===== config.mk =====
export PLATFORM = sky130hd
export DESIGN_NAME = misr_signature_analyzer
export DESIGN_NICKNAME = d
export VERILOG_FILES = /design/src/rtl/misr_signature_analyzer.sv
export SDC_FILE = /design/constraint.sdc
export NUM_CORES = 1
export LEC_CHECK = 0
export BUFFER_PORTS_ARGS = -buffer_cell sky130_fd_sc_hd__buf_2
export CAP_MARGIN = 20
export CORE_MARGIN = 2
export CORE_UTILIZATION = 53
export CTS_CLUSTER_DIAMETER = 50
export DETAILED_ROUTE_END_ITERATION = 7
export PLACE_DENSITY = 0.87
export SYNTH_ARGS = -nofsm -noshare
export SYNTH_HDL_FRONTEND = slang
export SYNTH_SLANG_ARGS = --single-unit

===== constraint.sdc =====
create_clock -name clk -period 3.1 [get_ports clk]
set_clock_uncertainty 0.1 [all_clocks]
set_input_delay 0.31 -clock clk [delete_from_list [all_inputs] [get_ports clk]]
set_output_delay 0.31 -clock clk [all_outputs]
set_load 0.03 [all_outputs]

===== src/rtl/misr_signature_analyzer.sv =====
// 5-bit MISR output-response analyzer: compacts CUT responses into a signature,
// counts patterns and compares the final signature against a golden value.
module misr_signature_analyzer #(
  parameter int               WIDTH      = 5,
  parameter logic [WIDTH-1:0] SEED       = 5'b11111,
  parameter int               N_PATTERNS = 31,
  parameter int               CNT_W      = 5
) (
  input  logic             clk,
  input  logic             rst,
  input  logic             start,
  input  logic             abort,
  input  logic             resp_valid,
  input  logic [WIDTH-1:0] resp_data,
  input  logic [WIDTH-1:0] golden,
  output logic             gen_en,
  output logic             busy,
  output logic             done,
  output logic             pass,
  output logic [WIDTH-1:0] signature,
  output logic [CNT_W-1:0] pat_count
);

  typedef enum logic [1:0] {
    IDLE  = 2'd0,
    RUN   = 2'd1,
    CHECK = 2'd2,
    DONE  = 2'd3
  } state_e;

  localparam logic [CNT_W-1:0] LAST_CNT = CNT_W'(N_PATTERNS - 1);

  state_e           state_q, state_d;
  logic [WIDTH-1:0] sig_q, sig_d;
  logic [CNT_W-1:0] cnt_q, cnt_d;
  logic             pass_q, pass_d;

  // Taps match the x^5 + x^3 + 1 generator so zero responses replay its sequence.
  function automatic logic [WIDTH-1:0] misr_next(input logic [WIDTH-1:0] s,
                                                 input logic [WIDTH-1:0] d);
    logic [WIDTH-1:0] n;
    n[0]         = s[4] ^ s[2] ^ d[0];
    n[WIDTH-1:1] = s[WIDTH-2:0] ^ d[WIDTH-1:1];
    return n;
  endfunction

  // State, signature, counter and verdict registers.
  always_ff @(posedge clk or negedge rst) begin
    if (!rst) begin
      state_q <= IDLE;
      sig_q   <= SEED;
      cnt_q   <= {CNT_W{1'b0}};
      pass_q  <= 1'b0;
    end else begin
      state_q <= state_d;
      sig_q   <= sig_d;
      cnt_q   <= cnt_d;
      pass_q  <= pass_d;
    end
  end

  // Next-state and datapath control; abort outranks start and resp_valid.
  always_comb begin
    state_d = state_q;
    sig_d   = sig_q;
    cnt_d   = cnt_q;
    pass_d  = pass_q;
    if (abort) begin
      state_d = IDLE;
      pass_d  = 1'b0;
    end else begin
      case (state_q)
        IDLE, DONE: begin
          if (start) begin
            state_d = RUN;
            sig_d   = SEED;
            cnt_d   = {CNT_W{1'b0}};
            pass_d  = 1'b0;
          end else begin
            state_d = state_q;
          end
        end
        RUN: begin
          if (resp_valid) begin
            sig_d = misr_next(sig_q, resp_data);
            cnt_d = cnt_q + {{(CNT_W-1){1'b0}}, 1'b1};
            if (cnt_q == LAST_CNT) begin
              state_d = CHECK;
            end else begin
              state_d = RUN;
            end
          end else begin
            state_d = RUN;
          end
        end
        CHECK: begin
          pass_d  = (sig_q == golden);
          state_d = DONE;
        end
        default: begin
          state_d = IDLE;
        end
      endcase
    end
  end

  assign gen_en    = (state_q == RUN);
  assign busy      = (state_q == RUN) || (state_q == CHECK);
  assign done      = (state_q == DONE);
  assign pass      = pass_q;
  assign signature = sig_q;
  assign pat_count = cnt_q;

endmodule


## After elaboration in Yosys (flattened, before gate mapping)

Index checks and enable logic that the tools add are counted.

| word-level totals | value |
|---|---|
| register bits | 13 |
| word-level logic and storage cells | 38 |
| input port bits | 15 |
| output and inout port bits | 14 |

| operators by class | value |
|---|---|
| equality and inequality tests | 8 |
| multiplexer cells | 14 |
| add/subtract/negate cells | 1 |
| reductions and logical operators | 7 |
| bitwise logic cells | 4 |

Operator list:

| cell | count |
|---|---|
| 5-bit two-way mux | 4 |
| 5-bit one-hot mux with 2 select lines | 2 |
| 2-bit two-way mux | 4 |
| 2-bit one-hot mux with 3 select lines | 1 |
| 5-bit by 1-bit adder with 5-bit output, second input constant | 1 |
| 5-bit == test | 1 |
| 5-bit == test, second input constant | 1 |
| 2-bit == test, second input constant | 2 |
| 2-bit inequality test, second input constant | 2 |
| 4-bit AND reduction | 1 |
| 4-bit bitwise XOR | 1 |
| 3-bit inequality test, second input constant | 1 |
| 3-bit nonzero test | 1 |
| 2-bit by 1-bit == test with 1-bit output, second input constant | 1 |
| 2-bit logical NOT | 1 |
| 1-bit two-way mux | 2 |
| 1-bit one-hot mux with 2 select lines | 1 |
| 2-bit AND reduction | 1 |
| 2-bit nonzero test | 1 |
| 2-bit OR reduction | 1 |
| 1-bit bitwise XOR | 2 |
| 1-bit logical OR | 1 |
| 1-bit inverter | 1 |

## Depth between registers and ports, before layout

Gate-level depths: netlist of run 1.

| logic depth | value |
|---|---|
| depth after elaboration | 5 |
| mapped depth | 6 |
| gate-level depth less buffers | 5 |

## Worst setup path before layout of run 1

OpenSTA, ideal clock, no wires.

| timing path | value |
|---|---|
| path kind | register to register |
| start | register state_q[0] |
| end | register cnt_q[3], in the netlist pat_count[3] |
| setup slack | 1.150 ns |
| setup time | 0.101 ns |
| clock period less this slack | 1.950 ns |
| buffers on the path | 1 |
| stages on the path, launching flop included | 7 |
| arrival | 1.749 ns |
| required time | 2.899 ns |
| cell sequence | dfrtp_1 -> inv_1 -> ha_1 -> nor2b_4 -> buf_6 -> or4_4 -> o311ai_2 |

| on the way | value |
|---|---|
| longest elaborated chain between the ends | 4 |
| elaborated cells between the ends (all ways) | 9 |
| classes of those cells | eq/ne (4); mux (1); reduce/logical (4) |

Ends and longest elaborated chain:

| what | RTL line | text |
|---|---|---|
| start, declared | 33 | `state_e state_q, state_d;` |
| start signal, assigned | 55 | `state_q <= state_d;` |
| 2-bit == test or 2-bit logical NOT (tied branches) | 72 | `case (state_q)` |
| 2-bit OR reduction | 72 |  |
| 2-bit inequality test (no source line) or 2-bit nonzero test (tied branches) | n/a |  |
| 4-bit AND reduction (no source line) | n/a |  |
| end signal, assigned | 52 | `cnt_q <= {CNT_W{1'b0}};` |
| end signal, assigned | 57 | `cnt_q <= cnt_d;` |
| end, declared | 35 | `logic [CNT_W-1:0] cnt_q, cnt_d;` |

Several ways; a longest one is shown, not always the timed one.
A chain may end at the register's enable or synchronous reset.

## Final worst setup path of run 1

| timing path | value |
|---|---|
| start | register state_q[1] |
| end | register cnt_q[3], in the netlist pat_count[3] |

The elaborated chain is that of the path after synthesis.

==> results.toml, run 1 <==
[clock_tree]
clk_path_buf_depth = 2
clkTransAtPathRegs_ps = 80
insertion_delay_ps = 280
htree_levels = 1
cts_tree = "done"
cts_root_buf = "clkbuf_4"
numCtsBuffers = 3
clkSinkCount = 13

[synth]
synth_fp_nets = 102
postSynthAreaPerCell_um2 = 10.8
seq_area_frac_synth_pct = 37.3
ys.flop_type = "dfrtp_1"
synth-edff-count = 0
synth_area_um2 = 890
ys_warn_count = 0
synthArstFlopShare_pct = 100
ys_types = 31
syn-instance-count = 82
ys_ff_latch = 13

[worst_setup_path]
crit_path_cell_trace = "inv_1 > ha_1 > nor2b_1 > or4_4 > o311ai_2"
r2r_slack_ps = 1060
cp.depth = 5
endpoint_kind = "flop"
cp-start-kind = "flop"
critPathTopFamily = "simple AND/OR/NAND/NOR gates"
reg2reg_to = "pat_count[3]$_DFFE_PN0P_"
crit_buf_inv = 1
slowest_delay_ps = 470
required_ps = 3190
path_max_fanout = 16
cp_data_arrival_time_ps = 2120
slowest_stage = "or4_4"
worstSetupPathType = "reg2reg"
r2r_cells = 5
rr_startpoint = "state_q[1]$_DFFE_PN0P_"

[floorplanning]
io_pins = 29
fp.dieArea_um2 = 2020
die_height_um = 45.0
rows = 14
start_util_pct = 57.7
core_area_um2 = 1540
die_w_um = 45.0

[power_and_ir_drop]
p_sw_w = 0.000469
comb_power_share_pct = 58.4
vdd_drop_max_mv = 0.448
power_frac_clock_pct = 11.2
p_sw_share_pct = 48.5
power_density_nw_per_um2 = 909
power.internal_w = 0.000498
leakagePower_nw = 0.491
sequentialPowerShare_pct = 30.4

[sta]
slew_headroom_pct = 67.4
finalCriticalPeriod_ps = 2040
slew_viol_final = 0
worst_slew_pin_slew_ps = 488
final_hold_viol_count = 0
setup_viol = 0
rsz0062_at_grt = "false"
fin_crit_sh_pct = 65.8
setup-tns-final_ps = 0
fmax_mhz = 490
whs_ps = 271

[routing]
route.met2.wl_um = 895
wl_per_cell_um = 14.0
wl_um = 1770
first_pass_iters = 4
top_layer = "met4"
vias = 714
met3_length_um = 80
viasPerCell = 5.62
first_iter_violations = 15
drc_errors = 0
drtAntennaViolNets = 0
drt-met1-wl_um = 768

[finish]
drive_gt1_share_pct = 42.3
seq_area_um2 = 332
syn_to_final_growth_pct = 19.5
final_cells = 127
final_cell_mix = "buf_2, dfrtp_1, nand2_1, inv_1"
final_common_cell = "buf_2"
multiInputGateArea_um2 = 513
fillCellCount = 128
n_antenna_cell = 0
final_net_count = 132

[worst_hold_path]
hold_path_depth = 2
holdCritPathClass = "in2reg"
min_from = "abort"
min_to = "state_q[0]$_DFFE_PN0P_"

[placement]
port_buffers = 28
hpwlAfterDp_um = 1340
place_inst = 122
gp_congestion = 0.724

[global_route]
overflow = 0
antenna_found_initial = 0
grt_max_degree = 17
grtUsageTotal_pct = 19.9
grt_first_pass_wirelength_um = 2890
grt_pass1_vias = 625

[outcome]
status = "completed"

[job]
cap_violations = 0
==> kinds of logic after synthesis <==
logic type / Yosys count / share of synthesized area (%)
AOI/OAI and AO/OA: 13 / 13.9
and+or+nand+nor: 25 / 17.9
adders and majority gates: 5 / 7.03
muxes: 6 / 7.45
buffers and inverters: 10 / 5.06
DFF: 13 / 37.3
xor gates and xnor gates: 10 / 11.4
==> power groups by stage <==
stage	combinational, W	sequential, W	clock (W)
floorplan	0.000383	0.000360	0
global placement	0.000553	0.000293	0
detailed placement	0.000564	0.000298	0
CTS	0.000568	0.000295	0.000110
global route	0.000609	0.000303	0.000124
finish	0.000564	0.000294	0.000108
==> final cells by class <==
type                    count  share of cell area, %
clock buffers               4                   2.47
inverters                   6                   2.12
multi-input cells          59                   48.2
flip-flops and latches     13                   31.2
well taps                  16                   1.88
repair buffers             29                   14.1
==> cell usage after synthesis, drive strengths merged, types with 2 or more instances <==
cell type,number,area share (%)
mux2,5,6.3
dfrtp,8,23
a221oi,2,2.0
nor2b,2,2.3
nand2b,3,2.1
xor2,5,4.9
clkbuf,3,1.3
nor4,2,3.1
o311ai,2,3.7
inv,6,2.5
o41ai,4,3.9
nand3b,2,1.7
xnor2,4,3.9
nand3,5,2.8
dfstp,5,15
nand2,7,3.0
ha,5,7.0
==> worst max-delay path by stage <==
stage | from | end | slack (ps)
CTS | state_q[1]$_DFFE_PN0P_ | pat_count[3]$_DFFE_PN0P_ | 1050
finish | state_q[1]$_DFFE_PN0P_ | pat_count[3]$_DFFE_PN0P_ | 1060
global placement | state_q[0]$_DFFE_PN0P_ | pat_count[4]$_DFFE_PN0P_ | 1120
floorplan | state_q[0]$_DFFE_PN0P_ | pat_count[3]$_DFFE_PN0P_ | 1150
detailed placement | state_q[1]$_DFFE_PN0P_ | pat_count[3]$_DFFE_PN0P_ | 1060
global route | state_q[1]$_DFFE_PN0P_ | pat_count[2]$_DFFE_PN0P_ | 930
==> through the flow <==
| stage | setup WS [ps] | utilization, % | power, W | area (µm²) |
|---|---|---|---|---|
| 2_1_floorplan | 1150 | - | 0.000743 | 890 |
| 3_3_place_gp | 1120 | 66.6 | 0.000846 | 1030 |
| 3_5_place_dp | 1060 | 66.6 | 0.000862 | 1030 |
| 4_1_cts | 1050 | 69.0 | 0.000973 | 1060 |
| 5_1_grt | 927 | 69.0 | 0.00104 | 1060 |
| 6_report | 1060 | 69.0 | 0.000967 | 1060 |
==> routing by layer <==
metal / global-route usage, % / vias up
li1: - / 354
met1: 25.7 / 334
met2: 32.3 / 22
met3: 3.60 / 4
met4: 8.82 / 0
met5: 0 / -
==> sequential cells by signal (all words and copies together), names as in the netlist <==
| signal | flops |
|---|---|
| signature | 5 |
| state_q | 2 |
| pass | 1 |
| pat_count | 5 |
==> what timing repair did <==
item	in CTS	in global routing
setup buffers	0	0
resized for setup	0	0
hold buffers	1	0
endpoints found under the hold margin	8	0
Power figures use the tool's default switching activity.
==> inputs of run 2 (changes only) <==
Settings changed: CORE_UTILIZATION 53 to 49, PLACE_DENSITY 0.87 to 0.82.
Clock period 3.1 ns to 2 ns, I/O delays scaled along.
==> run 2 against run 1 <==
Against the previous run: cell area is 4.6% higher; setup slack worse by 970 ps; sequential share of layout area is 1.4 points lower; largest cell class unchanged; highest routed layer unchanged.
==> results.toml, run 2 (synthesis results as in run 1) <==
[outcome]
status = "completed"

[global_route]
antenna_found_initial = 0
grt_first_pass_wirelength_um = 2820
grtUsageTotal_pct = 18.4
overflow = 0
grt_pass1_vias = 668
grt_max_degree = 14

[routing]
vias = 713
first_iter_violations = 13
drc_errors = 0
first_pass_iters = 4
wl_per_cell_um = 12.6
wl_um = 1760
viasPerCell = 5.13
drtAntennaViolNets = 0

[floorplanning]
core_area_um2 = 1710
start_util_pct = 52.1
die_w_um = 46.6
die_height_um = 46.6
io_pins = 29
rows = 15
fp.dieArea_um2 = 2170

[sta]
whs_ps = 167
slew_viol_final = 0
worst_slew_pin_slew_ps = 375
setup-tns-final_ps = 0
rsz0062_at_grt = "false"
final_hold_viol_count = 0
fmax_mhz = 524
finalCriticalPeriod_ps = 1910
fin_crit_sh_pct = 95.5
slew_headroom_pct = 74.7
setup_viol = 0
setup_ws_ps = 90.1

[finish]
drive_gt1_share_pct = 45.6
final_cell_mix = "buf_2, dfrtp_1, nand2_1, inv_1"
fillCellCount = 141
seq_area_um2 = 332
syn_to_final_growth_pct = 25.0
final_common_cell = "buf_2"
final_net_count = 135
multiInputGateArea_um2 = 528
final_cells = 139
n_antenna_cell = 0

[worst_setup_path]
path_max_fanout = 9
rr_startpoint = "state_q[0]$_DFFE_PN0P_"
slowest_delay_ps = 520
r2r_slack_ps = 90
crit_path_end = "pat_count[3]$_DFFE_PN0P_"
required_ps = 2080
slowest_stage = "or4_4"
worstSetupPathType = "reg2reg"
startpoint = "state_q[0]$_DFFE_PN0P_"
cp_data_arrival_time_ps = 1990
cp-start-kind = "flop"
endpoint_kind = "flop"
crit_path_cell_trace = "inv_1 > ha_4 > nor2b_4 > or4_4 > o311ai_2"
reg2reg_to = "pat_count[3]$_DFFE_PN0P_"
r2r_cells = 5

[clock_tree]
numCtsBuffers = 3
insertion_delay_ps = 270
clkSinkCount = 13
cts_tree = "done"
clk_path_buf_depth = 2
cts_root_buf = "clkbuf_4"
htree_levels = 1
clkTransAtPathRegs_ps = 80

[power_and_ir_drop]
leakagePower_nw = 0.507
vdd_drop_max_mv = 0.745
power_density_nw_per_um2 = 1410

[worst_hold_path]
min_from = "abort"
holdCritPathClass = "in2reg"

[placement]
place_inst = 134
hpwlAfterDp_um = 1360
gp_congestion = 0.795
preCtsSetupSlack_ps = 52.0
port_buffers = 28

[job]
cap_violations = 0
run 2: changes by cell type in the layout (fill, tap and decap cells not counted), sizes merged:
cell  change
buf       +3
run 2: final cells by class:
| class | count | area share (%) |
|---|---|---|
| clock buffer | 4 | 2.36 |
| timing repair buffer | 32 | 15.5 |
| tap | 25 | 2.81 |
| multi-input combinational | 59 | 47.5 |
| inverter | 6 | 2.02 |
| sequential | 13 | 29.8 |
run 2: timing repair:
item,CTS,global route
buffers inserted,0,0
hold endpoints to repair,13,0
gates resized for setup,0,2
hold buffers,1,0
setup endpoints to repair,0,3
run 2: per-stage QoR:
step | utilization (%) | area [µm²] | power [W]
after floorplan | - | 890 | 0.00115
after global placement | 62.1 | 1060 | 0.00135
after detailed placement | 62.1 | 1060 | 0.00138
after CTS | 64.2 | 1100 | 0.00154
after global routing | 65.1 | 1110 | 0.00168
final | 65.1 | 1110 | 0.00157
run 2: worst max-delay path, delay by kind of cell (launching register included):
family / cells / cell delay, ps
and+or+nand+nor: 2 / 680
AOI/OAI and AO/OA: 1 / 280
adders and majority gates: 1 / 220
buffers and inverters: 1 / 130
DFF: 1 / 400
run 2: metal layers:
metal | track usage, % | wire [µm] | up-vias
li1 | - | - | 359
met1 | 23.8 | 827 | 331
met2 | 28.6 | 800 | 21
met3 | 5.88 | 116 | 2
met4 | 7.22 | 12 | 0
met5 | 0 | 0 | -
run 2: worst min-delay path by stage:
| stage | end | slack (ps) | depth (start not counted) |
|---|---|---|---|
| after floorplan | pass$_DFFE_PN0P_ | -200 | 0 |
| after global placement | pat_count[2]$_DFFE_PN0P_ | 3 | 1 |
| after detailed placement | pat_count[2]$_DFFE_PN0P_ | 3 | 1 |
| after CTS | state_q[1]$_DFFE_PN0P_ | 160 | 2 |
| after global routing | state_q[1]$_DFFE_PN0P_ | 170 | 2 |
| final | state_q[1]$_DFFE_PN0P_ | 170 | 2 |
run 2: power breakdown:
part	internal, W	switching, W	leakage, nW	total (W)
Combinational	0.000399	0.000557	0.331	0.000955
Sequential	0.000360	0.000100	0.161	0.000460
Clock	0.0000772	0.0000795	0.0150	0.000157
Total	0.000835	0.000737	0.507	0.00157
